$ cat src/rtl/button_conditioner.sv
// rtl/button_conditioner.sv - per-key 2-FF synchronizer, counter debouncer and press/release pulse detector.
// Define BUTTON_AUTOREPEAT_EN to add auto-repeat o_press pulses while a key stays held.
`timescale 1ns/1ps

module button_conditioner #(
    parameter int N_KEYS          = 7,
    parameter int DEBOUNCE_CYCLES = 500000,
    parameter int RPT_DELAY       = 25000000,
    parameter int RPT_PERIOD      = 5000000
) (
    input  logic              clk,
    input  logic              rst_n,
    input  logic [N_KEYS-1:0] i_key_n,
    output logic [N_KEYS-1:0] o_level,
    output logic [N_KEYS-1:0] o_press,
    output logic [N_KEYS-1:0] o_release
);

    localparam int CNT_W = $clog2(DEBOUNCE_CYCLES + 1);
    localparam logic [CNT_W-1:0] CNT_LAST = CNT_W'(DEBOUNCE_CYCLES - 1);
    localparam logic [CNT_W-1:0] CNT_ONE  = CNT_W'(1);

`ifdef BUTTON_AUTOREPEAT_EN
    localparam int RPT_W = $clog2(RPT_DELAY + 1);
    localparam logic [RPT_W-1:0] RPT_DLY_LAST = RPT_W'(RPT_DELAY - 1);
    localparam logic [RPT_W-1:0] RPT_PER_LAST = RPT_W'(RPT_PERIOD - 1);
    localparam logic [RPT_W-1:0] RPT_ONE      = RPT_W'(1);
`endif

    if (DEBOUNCE_CYCLES < 2) begin : g_bad_debounce
        $error("DEBOUNCE_CYCLES must be at least 2");
    end
    if (RPT_DELAY < 1 || RPT_PERIOD < 1 || RPT_PERIOD > RPT_DELAY) begin : g_bad_repeat
        $error("RPT_PERIOD must be in 1..RPT_DELAY");
    end

    typedef enum logic [1:0] {
        S_IDLE,
        S_WAIT_PRESS,
        S_HELD,
        S_WAIT_RELEASE
    } state_t;

    logic [N_KEYS-1:0] sync1_q, sync1_d;
    logic [N_KEYS-1:0] sync2_q, sync2_d;

    always_comb begin
        sync1_d = ~i_key_n;
        sync2_d = sync1_q;
    end

    // Reset value 0 means "released", so a key held through reset must debounce again.
    always_ff @(posedge clk or negedge rst_n) begin
        if (!rst_n) begin
            sync1_q <= '0;
            sync2_q <= '0;
        end else begin
            sync1_q <= sync1_d;
            sync2_q <= sync2_d;
        end
    end

    for (genvar g = 0; g < N_KEYS; g++) begin : g_key
        state_t           state_q, state_d;
        logic [CNT_W-1:0] cnt_q, cnt_d;
        logic             press_q, press_d;
        logic             release_q, release_d;
        logic             press_any;
        logic             k;

        assign k = sync2_q[g];

        always_comb begin
            state_d   = state_q;
            cnt_d     = cnt_q;
            press_d   = 1'b0;
            release_d = 1'b0;
            case (state_q)
                S_IDLE: begin
                    if (k) begin
                        cnt_d   = CNT_ONE;
                        state_d = S_WAIT_PRESS;
                    end
                end
                S_WAIT_PRESS: begin
                    if (!k) begin
                        cnt_d   = '0;
                        state_d = S_IDLE;
                    end else if (cnt_q == CNT_LAST) begin
                        state_d = S_HELD;
                        press_d = 1'b1;
                    end else begin
                        cnt_d = cnt_q + CNT_ONE;
                    end
                end
                S_HELD: begin
                    if (!k) begin
                        cnt_d   = CNT_ONE;
                        state_d = S_WAIT_RELEASE;
                    end
                end
                S_WAIT_RELEASE: begin
                    if (k) begin
                        cnt_d   = '0;
                        state_d = S_HELD;
                    end else if (cnt_q == CNT_LAST) begin
                        state_d   = S_IDLE;
                        release_d = 1'b1;
                    end else begin
                        cnt_d = cnt_q + CNT_ONE;
                    end
                end
                default: begin
                    cnt_d   = '0;
                    state_d = S_IDLE;
                end
            endcase
        end

`ifdef BUTTON_AUTOREPEAT_EN
        logic [RPT_W-1:0] rpt_q, rpt_d;
        logic             rpt_phase_q, rpt_phase_d;
        logic             rpt_fire;

        // rpt_phase_q selects the first-repeat delay (0) or the steady repeat period (1).
        always_comb begin
            rpt_d       = rpt_q;
            rpt_phase_d = rpt_phase_q;
            rpt_fire    = 1'b0;
            if (state_q == S_HELD && k) begin
                if (rpt_q == (rpt_phase_q ? RPT_PER_LAST : RPT_DLY_LAST)) begin
                    rpt_fire    = 1'b1;
                    rpt_d       = '0;
                    rpt_phase_d = 1'b1;
                end else begin
                    rpt_d = rpt_q + RPT_ONE;
                end
            end
            if (state_d == S_IDLE || (state_q == S_WAIT_PRESS && state_d == S_HELD)) begin
                rpt_d       = '0;
                rpt_phase_d = 1'b0;
            end
        end

        always_ff @(posedge clk or negedge rst_n) begin
            if (!rst_n) begin
                rpt_q       <= '0;
                rpt_phase_q <= 1'b0;
            end else begin
                rpt_q       <= rpt_d;
                rpt_phase_q <= rpt_phase_d;
            end
        end

        assign press_any = press_d | rpt_fire;
`else
        assign press_any = press_d;
`endif

        always_ff @(posedge clk or negedge rst_n) begin
            if (!rst_n) begin
                state_q   <= S_IDLE;
                cnt_q     <= '0;
                press_q   <= 1'b0;
                release_q <= 1'b0;
            end else begin
                state_q   <= state_d;
                cnt_q     <= cnt_d;
                press_q   <= press_any;
                release_q <= release_d;
            end
        end

        assign o_level[g]   = (state_q == S_HELD) || (state_q == S_WAIT_RELEASE);
        assign o_press[g]   = press_q;
        assign o_release[g] = release_q;
    end

endmodule

$ cat config.mk
export PLATFORM = sky130hd
export DESIGN_NAME = button_conditioner
export DESIGN_NICKNAME = d
export VERILOG_FILES = /design/src/rtl/button_conditioner.sv
export SDC_FILE = /design/constraint.sdc
export NUM_CORES = 1
export LEC_CHECK = 0
export CORE_ASPECT_RATIO = 0.5
export CORE_MARGIN = 8
export CORE_UTILIZATION = 30
export CTS_CLUSTER_DIAMETER = 60
export CTS_CLUSTER_SIZE = 14
export DETAILED_ROUTE_END_ITERATION = 12
export GPL_TIMING_DRIVEN = 0
export PLACE_DENSITY = 0.42
export SYNTH_ARGS = -nofsm -noshare
export SYNTH_HDL_FRONTEND = slang
export SYNTH_SLANG_ARGS = --single-unit
$ cat constraint.sdc
create_clock -name clk -period 5.4 [get_ports clk]
set_input_delay 1.08 -clock clk [delete_from_list [all_inputs] [get_ports clk]]
set_output_delay 1.08 -clock clk [all_outputs]
set_load 0.01 [all_outputs]
[Yosys cells after proc, flatten, opt, wreduce, memory -nomap -nowiden]
Cells that the tools add are included.
Widths: inputs -> output; s select.
Storage, ports and cells
  word-level logic and storage cells: 248
  output and inout port bits: 21
  bits of input ports: 9
  register bits after elaboration: 175
Cells by class
  reductions and logical operators: 28
  multiplexer cells: 126
  add/subtract/negate cells: 7
  equal/unequal tests: 56
  bitwise logic cells: 1
Operators with widths (number)
  $mux 19: 35
  $pmux 19 s4: 7
  $add 19x1->19 const B: 7
  $eq 19x19->1 const B: 7
  $mux 2: 42
  $pmux 2 s4: 7
  $ne 3x3->1 const B: 14
  $mux 1: 35
  $eq 2x2->1 const B: 14
  $ne 2x2->1 const B: 14
  $reduce_and 4->1: 7
  $eq 2x1->1 const B: 7
  $logic_not 2->1: 7
  $reduce_and 2->1: 7
  $logic_or 1x1->1: 7
  $not 7->7: 1

[Logic depth before layout (Yosys ltp)]
Gate-level depths: netlist of run 1.
  depth in word-level cells: 4
  depth in mapped cells: 7

[Least setup slack after synthesis of run 1]
Ideal clock, no wire load.
  path type: reg-to-reg
  start point: register g_key[5].cnt_q[10]
  end point: register (tool-made name)
  required time: 5.275 ns
  cell stages (with the launch flop): 8
  arrival time: 2.092 ns
  setup slack: 3.183 ns
  clock period less this slack: 2.217 ns
  path buffers: 2
  path through: dfrtp_1 -> buf_6 -> or4b_1 -> or4_1 -> buf_2 -> nor2_4 -> nand2_2 -> mux2_4
RTL lines
  from (decl): line 65  | logic [CNT_W-1:0] cnt_q, cnt_d;
  from (signal assigned): line 168  | cnt_q <= cnt_d;

==> results.toml, run 1 <==
[clock_network]
cts_buffer_depth = 2
htreeDepth = 4
path_clk_slew_ps = 70
cts.sinks = 175
cts_root_buffer = "clkbuf_16"
cts_resized = 0
worstSkewPairLatency_ps = 440
holdBufCountCts = 0
cts_setup_buffers = 0
numCtsBuffers = 17
cts_tree = "done"

[die]
core_area_sq_mm = 0.0301
rows = 45
fp.dieArea_sq_mm = 0.0366
die_h_um = 139
initial_utilization_pct = 30.3
ios = 30
die_w_um = 263

[synthesis]
yosysWarnings = 0
synthTopCellsByArea = "dfrtp_1, nand2_1, o21ai_0"
synth-seq-area-share_pct = 48.0
synth-edff-count = 0
synth-seq-cells = 175
syn_nets = 982
synth_top_area_share_pct = 48.0
synth_commonest_cells = "dfrtp_1, nand2_1, nor2_1, o21ai_0, nand3_1"
ys.flop_type = "dfrtp_1"
netlist_area_sq_mm = 0.00912
yosysTopAreaCell = "dfrtp_1"
syn_inst = 966
yosysMostFrequentCell = "dfrtp_1"
ys_types = 70
synthArstFlopShare_pct = 100
postSynthAreaPerCell_sq_um = 9.44

[global_routing]
grt_max_degree = 65
grt_pass1_wl_um = 35700
overflow = 0
grt_pass1_vias = 6992
antenna_found_initial = 0
grt_util_all_layers_pct = 11.5

[placed_design]
gp_congestion = 0.755
placed_area_sq_mm = 0.00997
port_buffers = 29
hpwl_um = 13900

[timing]
finalMaxSlewViolations = 0
relSlewSlack_pct = 40.5
worst_clock_skew_ps = 10.7
tightestPinTransition_ps = 891
fin_crit_sh_pct = 49.7
max_clock_freq_ghz = 0.373
hold_viol_final = 0
rsz0062_at_grt = "false"
min_period_ps = 2680
final-setup-viol-count = 0

[power_and_ir_drop]
combPwrFrac_pct = 5.3
max-vdd-ir-drop_uv = 218
power.share.switching_pct = 24.7
clkPwrFrac_pct = 45.4
p_total_w = 0.00275
powerDensity_mw_per_mm2 = 261
p_int_w = 0.00207
p_leak_nw = 4.26
seq_power_share_pct = 49.2
net-switching-power_w = 0.000678

[status]
status = "complete, no violations"

[layout]
nets = 1032
insertedDiodeCount = 0
final_util_pct = 35.0
stdcell_area_sq_mm = 0.0106
syn_to_final_growth_pct = 15.7
final_layout_size_suffix_gt1_share_pct = 8.07
num-fill-cells = 3046

[worst_setup_path]
crit_fanout = 5
cp.arrival_ps = 1600
cp_slowest_cell = "clkdlybuf4s50_1"
crit_required_ps = 4320
endpoint_kind = "output port"
cp_cell_sequence = "clkbuf_1, clkdlybuf4s50_1"
r2r_cells = 7
worst_setup_path_start_kind = "register"
critical_path_class = "reg -> out"
r2r_slack_ps = 2780
cp_slowest_stage_delay_ps = 560

[detailed_routing]
drtIter0Drc = 437
vias = 7180
wire_per_inst_um = 14.3
final_antenna_net_count = 0
drt_wl_total_um = 20500
detail_route.first_pass.iterations = 5
via_per_inst = 5.03
drc = 0

[worst_hold_path]
hold_path.class = "reg -> reg"
min_path_cells = 0

[flow_run]
drv_cap = 0
cell usage in the layout (no fill, tap or decap), types with 12 or more instances in the layout:
cell	netlist	layout
clkbuf_16	0	17
dfrtp_1	175	175
nand3_1	45	45
and3_1	14	14
clkdlybuf4s50_1	0	28
nand2_1	112	112
xnor2_1	28	28
and4_1	19	19
o21ai_0	69	69
xor2_1	33	33
a31oi_1	20	20
nor3b_1	19	19
inv_1	30	30
o211ai_1	15	15
and2_1	17	17
o22ai_1	20	20
nor2_1	72	72
nand4_1	33	33
buf_4	16	16
a21oi_1	36	36
or4_1	12	12
clkbuf_1	32	33
nor3_1	14	14
cells by family (layout without fill, tap and decap cells):
kind of cell	after synthesis	after routing	share of synthesized area, %
AOI/OAI and AO/OA	211	211	14.6
xor gates and xnor gates	61	61	5.86
adders and majority gates	7	7	0.960
buffers and inverters	85	148	4.31
DFF	175	175	48.0
muxes	10	10	1.28
and+or+nand+nor	417	417	25.0
worst paths after layout:
path                              startpoint                 end
max                                 register          o_level[4]
min                               sync1_q[2]          sync2_q[2]
max reg2reg                g_key[2].cnt_q[0]            register
min reg2reg                       sync1_q[2]          sync2_q[2]
max in group asynchronous              rst_n  g_key[0].cnt_q[11]
min in group asynchronous              rst_n          sync2_q[5]
flip-flops by register name, summed over array words and instances (netlist names), named ones only:
name and count:
g_key.state_q 7, sync1_q 7, g_key.cnt_q 133, g_key.release_q 7
sync2_q 7, g_key.press_q 7
critical path, delay by kind of cell (launching register included):
| kind | cells | cell delay (ps) |
|---|---|---|
| buffers and inverters | 2 | 750 |
| DFF | 1 | 410 |
area by class of cell:
| type | instances | area [sq um] | area share (%) |
|---|---|---|---|
| clock buffer | 19 | 443 | 4.20 |
| tap | 399 | 499 | 4.73 |
| timing repair buffer | 31 | 350 | 3.32 |
| buffer | 55 | 280 | 2.65 |
| inverter | 30 | 113 | 1.07 |
| multi-input combinational | 706 | 4350 | 41.2 |
| sequential | 175 | 4380 | 41.5 |
| clock inverter | 13 | 141 | 1.34 |
per-layer routing:
layer  track usage (%)  routed length (um)
met5                 0                   0
met4              3.79                 224
met3              2.76                 542
met2              18.1                9210
met1              15.4               10500
per-stage QoR:
stage	instances	hold slack, ps	TNS, ps	setup slack (ps)
after CTS	1428	351	0	2630
after global placement	1394	333	-799200	-4590
after global routing	1428	355	0	2560
after detailed placement	1396	336	0	2810
final	1428	345	0	2720
after floorplan	966	331	0	3180
power by group through the flow:
stage | combinational [W] | sequential (W) | clock (W)
after global placement | 0.000144 | 0.00138 | 0
after CTS | 0.000151 | 0.00135 | 0.00130
after global routing | 0.000168 | 0.00136 | 0.00136
final | 0.000146 | 0.00135 | 0.00125
after floorplan | 0.0000835 | 0.00137 | 0
after detailed placement | 0.000151 | 0.00138 | 0
No activity file was read; power rests on OpenSTA's default activity.
==> run 2, diff against run 1 <==
clock period = 2.5 ns   (was 5.4 ns; I/O delays follow)
==> results.toml, run 2 (synthesis gave the netlist of run 1 again) <==
[power_and_ir_drop]
powerDensity_mw_per_mm2 = 560
p_leak_nw = 4.29
max-vdd-ir-drop_uv = 473

[worst_hold_path]
hold_path.class = "reg -> reg"

[worst_setup_path]
critPathBufInv = 2
cp_cell_sequence = "buf_6, or4b_1, or4_1, buf_2, nor2_4, nand2_2, mux2_4"
cp_slowest_stage_delay_ps = 530
critical_path_class = "reg -> reg"
cp_slowest_cell = "or4_1"
endpoint_kind = "register"
crit_fanout = 8
worst_setup_path_start_kind = "register"
path_delay_family = "simple AND/OR/NAND/NOR gates"
crit_required_ps = 2830
cp.arrival_ps = 2710

[detailed_routing]
drtIter0Drc = 452
via_per_inst = 5.04
final_antenna_net_count = 0
vias = 7211
detail_route.first_pass.iterations = 5
drt_wl_total_um = 20500
wire_per_inst_um = 14.3
drc = 0

[global_routing]
overflow = 0
grt_util_all_layers_pct = 11.5
antenna_found_initial = 0
grt_max_degree = 65
grt_pass1_vias = 7008
grt_pass1_wl_um = 35700

[layout]
largest_reg_flops = 133
regArea_sq_mm = 0.00438
syn_to_final_growth_pct = 16.4
insertedDiodeCount = 0
nets = 1036
largest_register = "g_key.cnt_q"
final_util_pct = 35.3
layout_common_cells = "dfrtp_1, nand2_1, nor2_1"
num-fill-cells = 3042
final_common_cell = "dfrtp_1"
final_layout_size_suffix_gt1_share_pct = 8.71
multiInputGateArea_sq_mm = 0.00438
stdcell_area_sq_mm = 0.0106

[die]
core_area_sq_mm = 0.0301
die_h_um = 139
die_w_um = 263
initial_utilization_pct = 30.3
fp.dieArea_sq_mm = 0.0366
ios = 30
rows = 45

[clock_network]
cts_root_buffer = "clkbuf_16"
path_clk_slew_ps = 70
cts_buffer_depth = 2
htreeDepth = 4
worstSkewPairLatency_ps = 440
cts.sinks = 175
numCtsBuffers = 17
cts_tree = "done"

[timing]
rsz0062_at_grt = "false"
fin_crit_sh_pct = 95.5
min_period_ps = 2390
finalMaxSlewViolations = 0
final-setup-viol-count = 0
max_clock_freq_ghz = 0.419
relSlewSlack_pct = 41.8
hold_viol_final = 0
worst_clock_skew_ps = 11.1
tightestPinTransition_ps = 867

[placed_design]
port_buffers = 29
gp_congestion = 0.755
hpwl_um = 13900
placed_area_sq_mm = 0.00997

[flow_run]
drv_cap = 0

[status]
status = "complete, no violations"
## run 2: timing repair
item | in CTS | in global routing
hold buffers | 1 | 0
pin swaps | 0 | 1
setup endpoints to repair | 3 | 11
setup buffers | 0 | 4
gates resized for setup | 1 | 3
hold endpoints to repair | 52 | 0
## run 2: final cells by class
class | instances | area share (%)
Tap cell | 399 | 4.70
Timing Repair Buffer | 36 | 3.68
Clock buffer | 19 | 4.17
Inverter | 30 | 1.06
Sequential cell | 175 | 41.2
Clock inverter | 13 | 1.33
Multi-Input combinational cell | 706 | 41.2
Buffer | 54 | 2.60
## run 2: worst paths after layout
path	start	endpoint	slack [ps]	cells past startpoint
setup / recovery	g_key[5].cnt_q[10]	register	110	7
hold / removal	sync1_q[2]	sync2_q[2]	350	0
setup reg to reg	g_key[5].cnt_q[10]	register	110	7
hold reg to reg	sync1_q[2]	sync2_q[2]	350	0
max in group asynchronous	rst_n	g_key[0].cnt_q[11]	940	4
min in group asynchronous	rst_n	sync2_q[5]	560	2
## run 2: where the power goes
part / total, W / internal [W] / switching [W]
Sequential: 0.00293 / 0.00287 / 0.0000522
Combinational: 0.000318 / 0.000103 / 0.000214
Clock: 0.00270 / 0.00150 / 0.00120
## run 2: routing by layer
layer  vias up  GRT usage [%]  part of all wire, %
met3        14           2.76                  2.8
met1      3508           15.4                   51
li1       3605              -                    -
met4         0           3.79                  1.1
met2        84           18.2                   45
met5         -              0                    0
## run 2: stage by stage
| stage | setup slack (ps) | std cells | setup TNS, ps | hold slack (ps) | total power [W] |
|---|---|---|---|---|---|
| after floorplan | 283 | 966 | 0 | 204 | 0.00315 |
| after global placement | -6910 | 1394 | -1205340 | 333 | 0.00329 |
| after detailed placement | -90.1 | 1396 | -103 | 336 | 0.00331 |
| after CTS | 18.7 | 1429 | 0 | 351 | 0.00606 |
| after global routing | 6.38 | 1432 | 0 | 355 | 0.00623 |
| final | 113 | 1432 | 0 | 346 | 0.00595 |
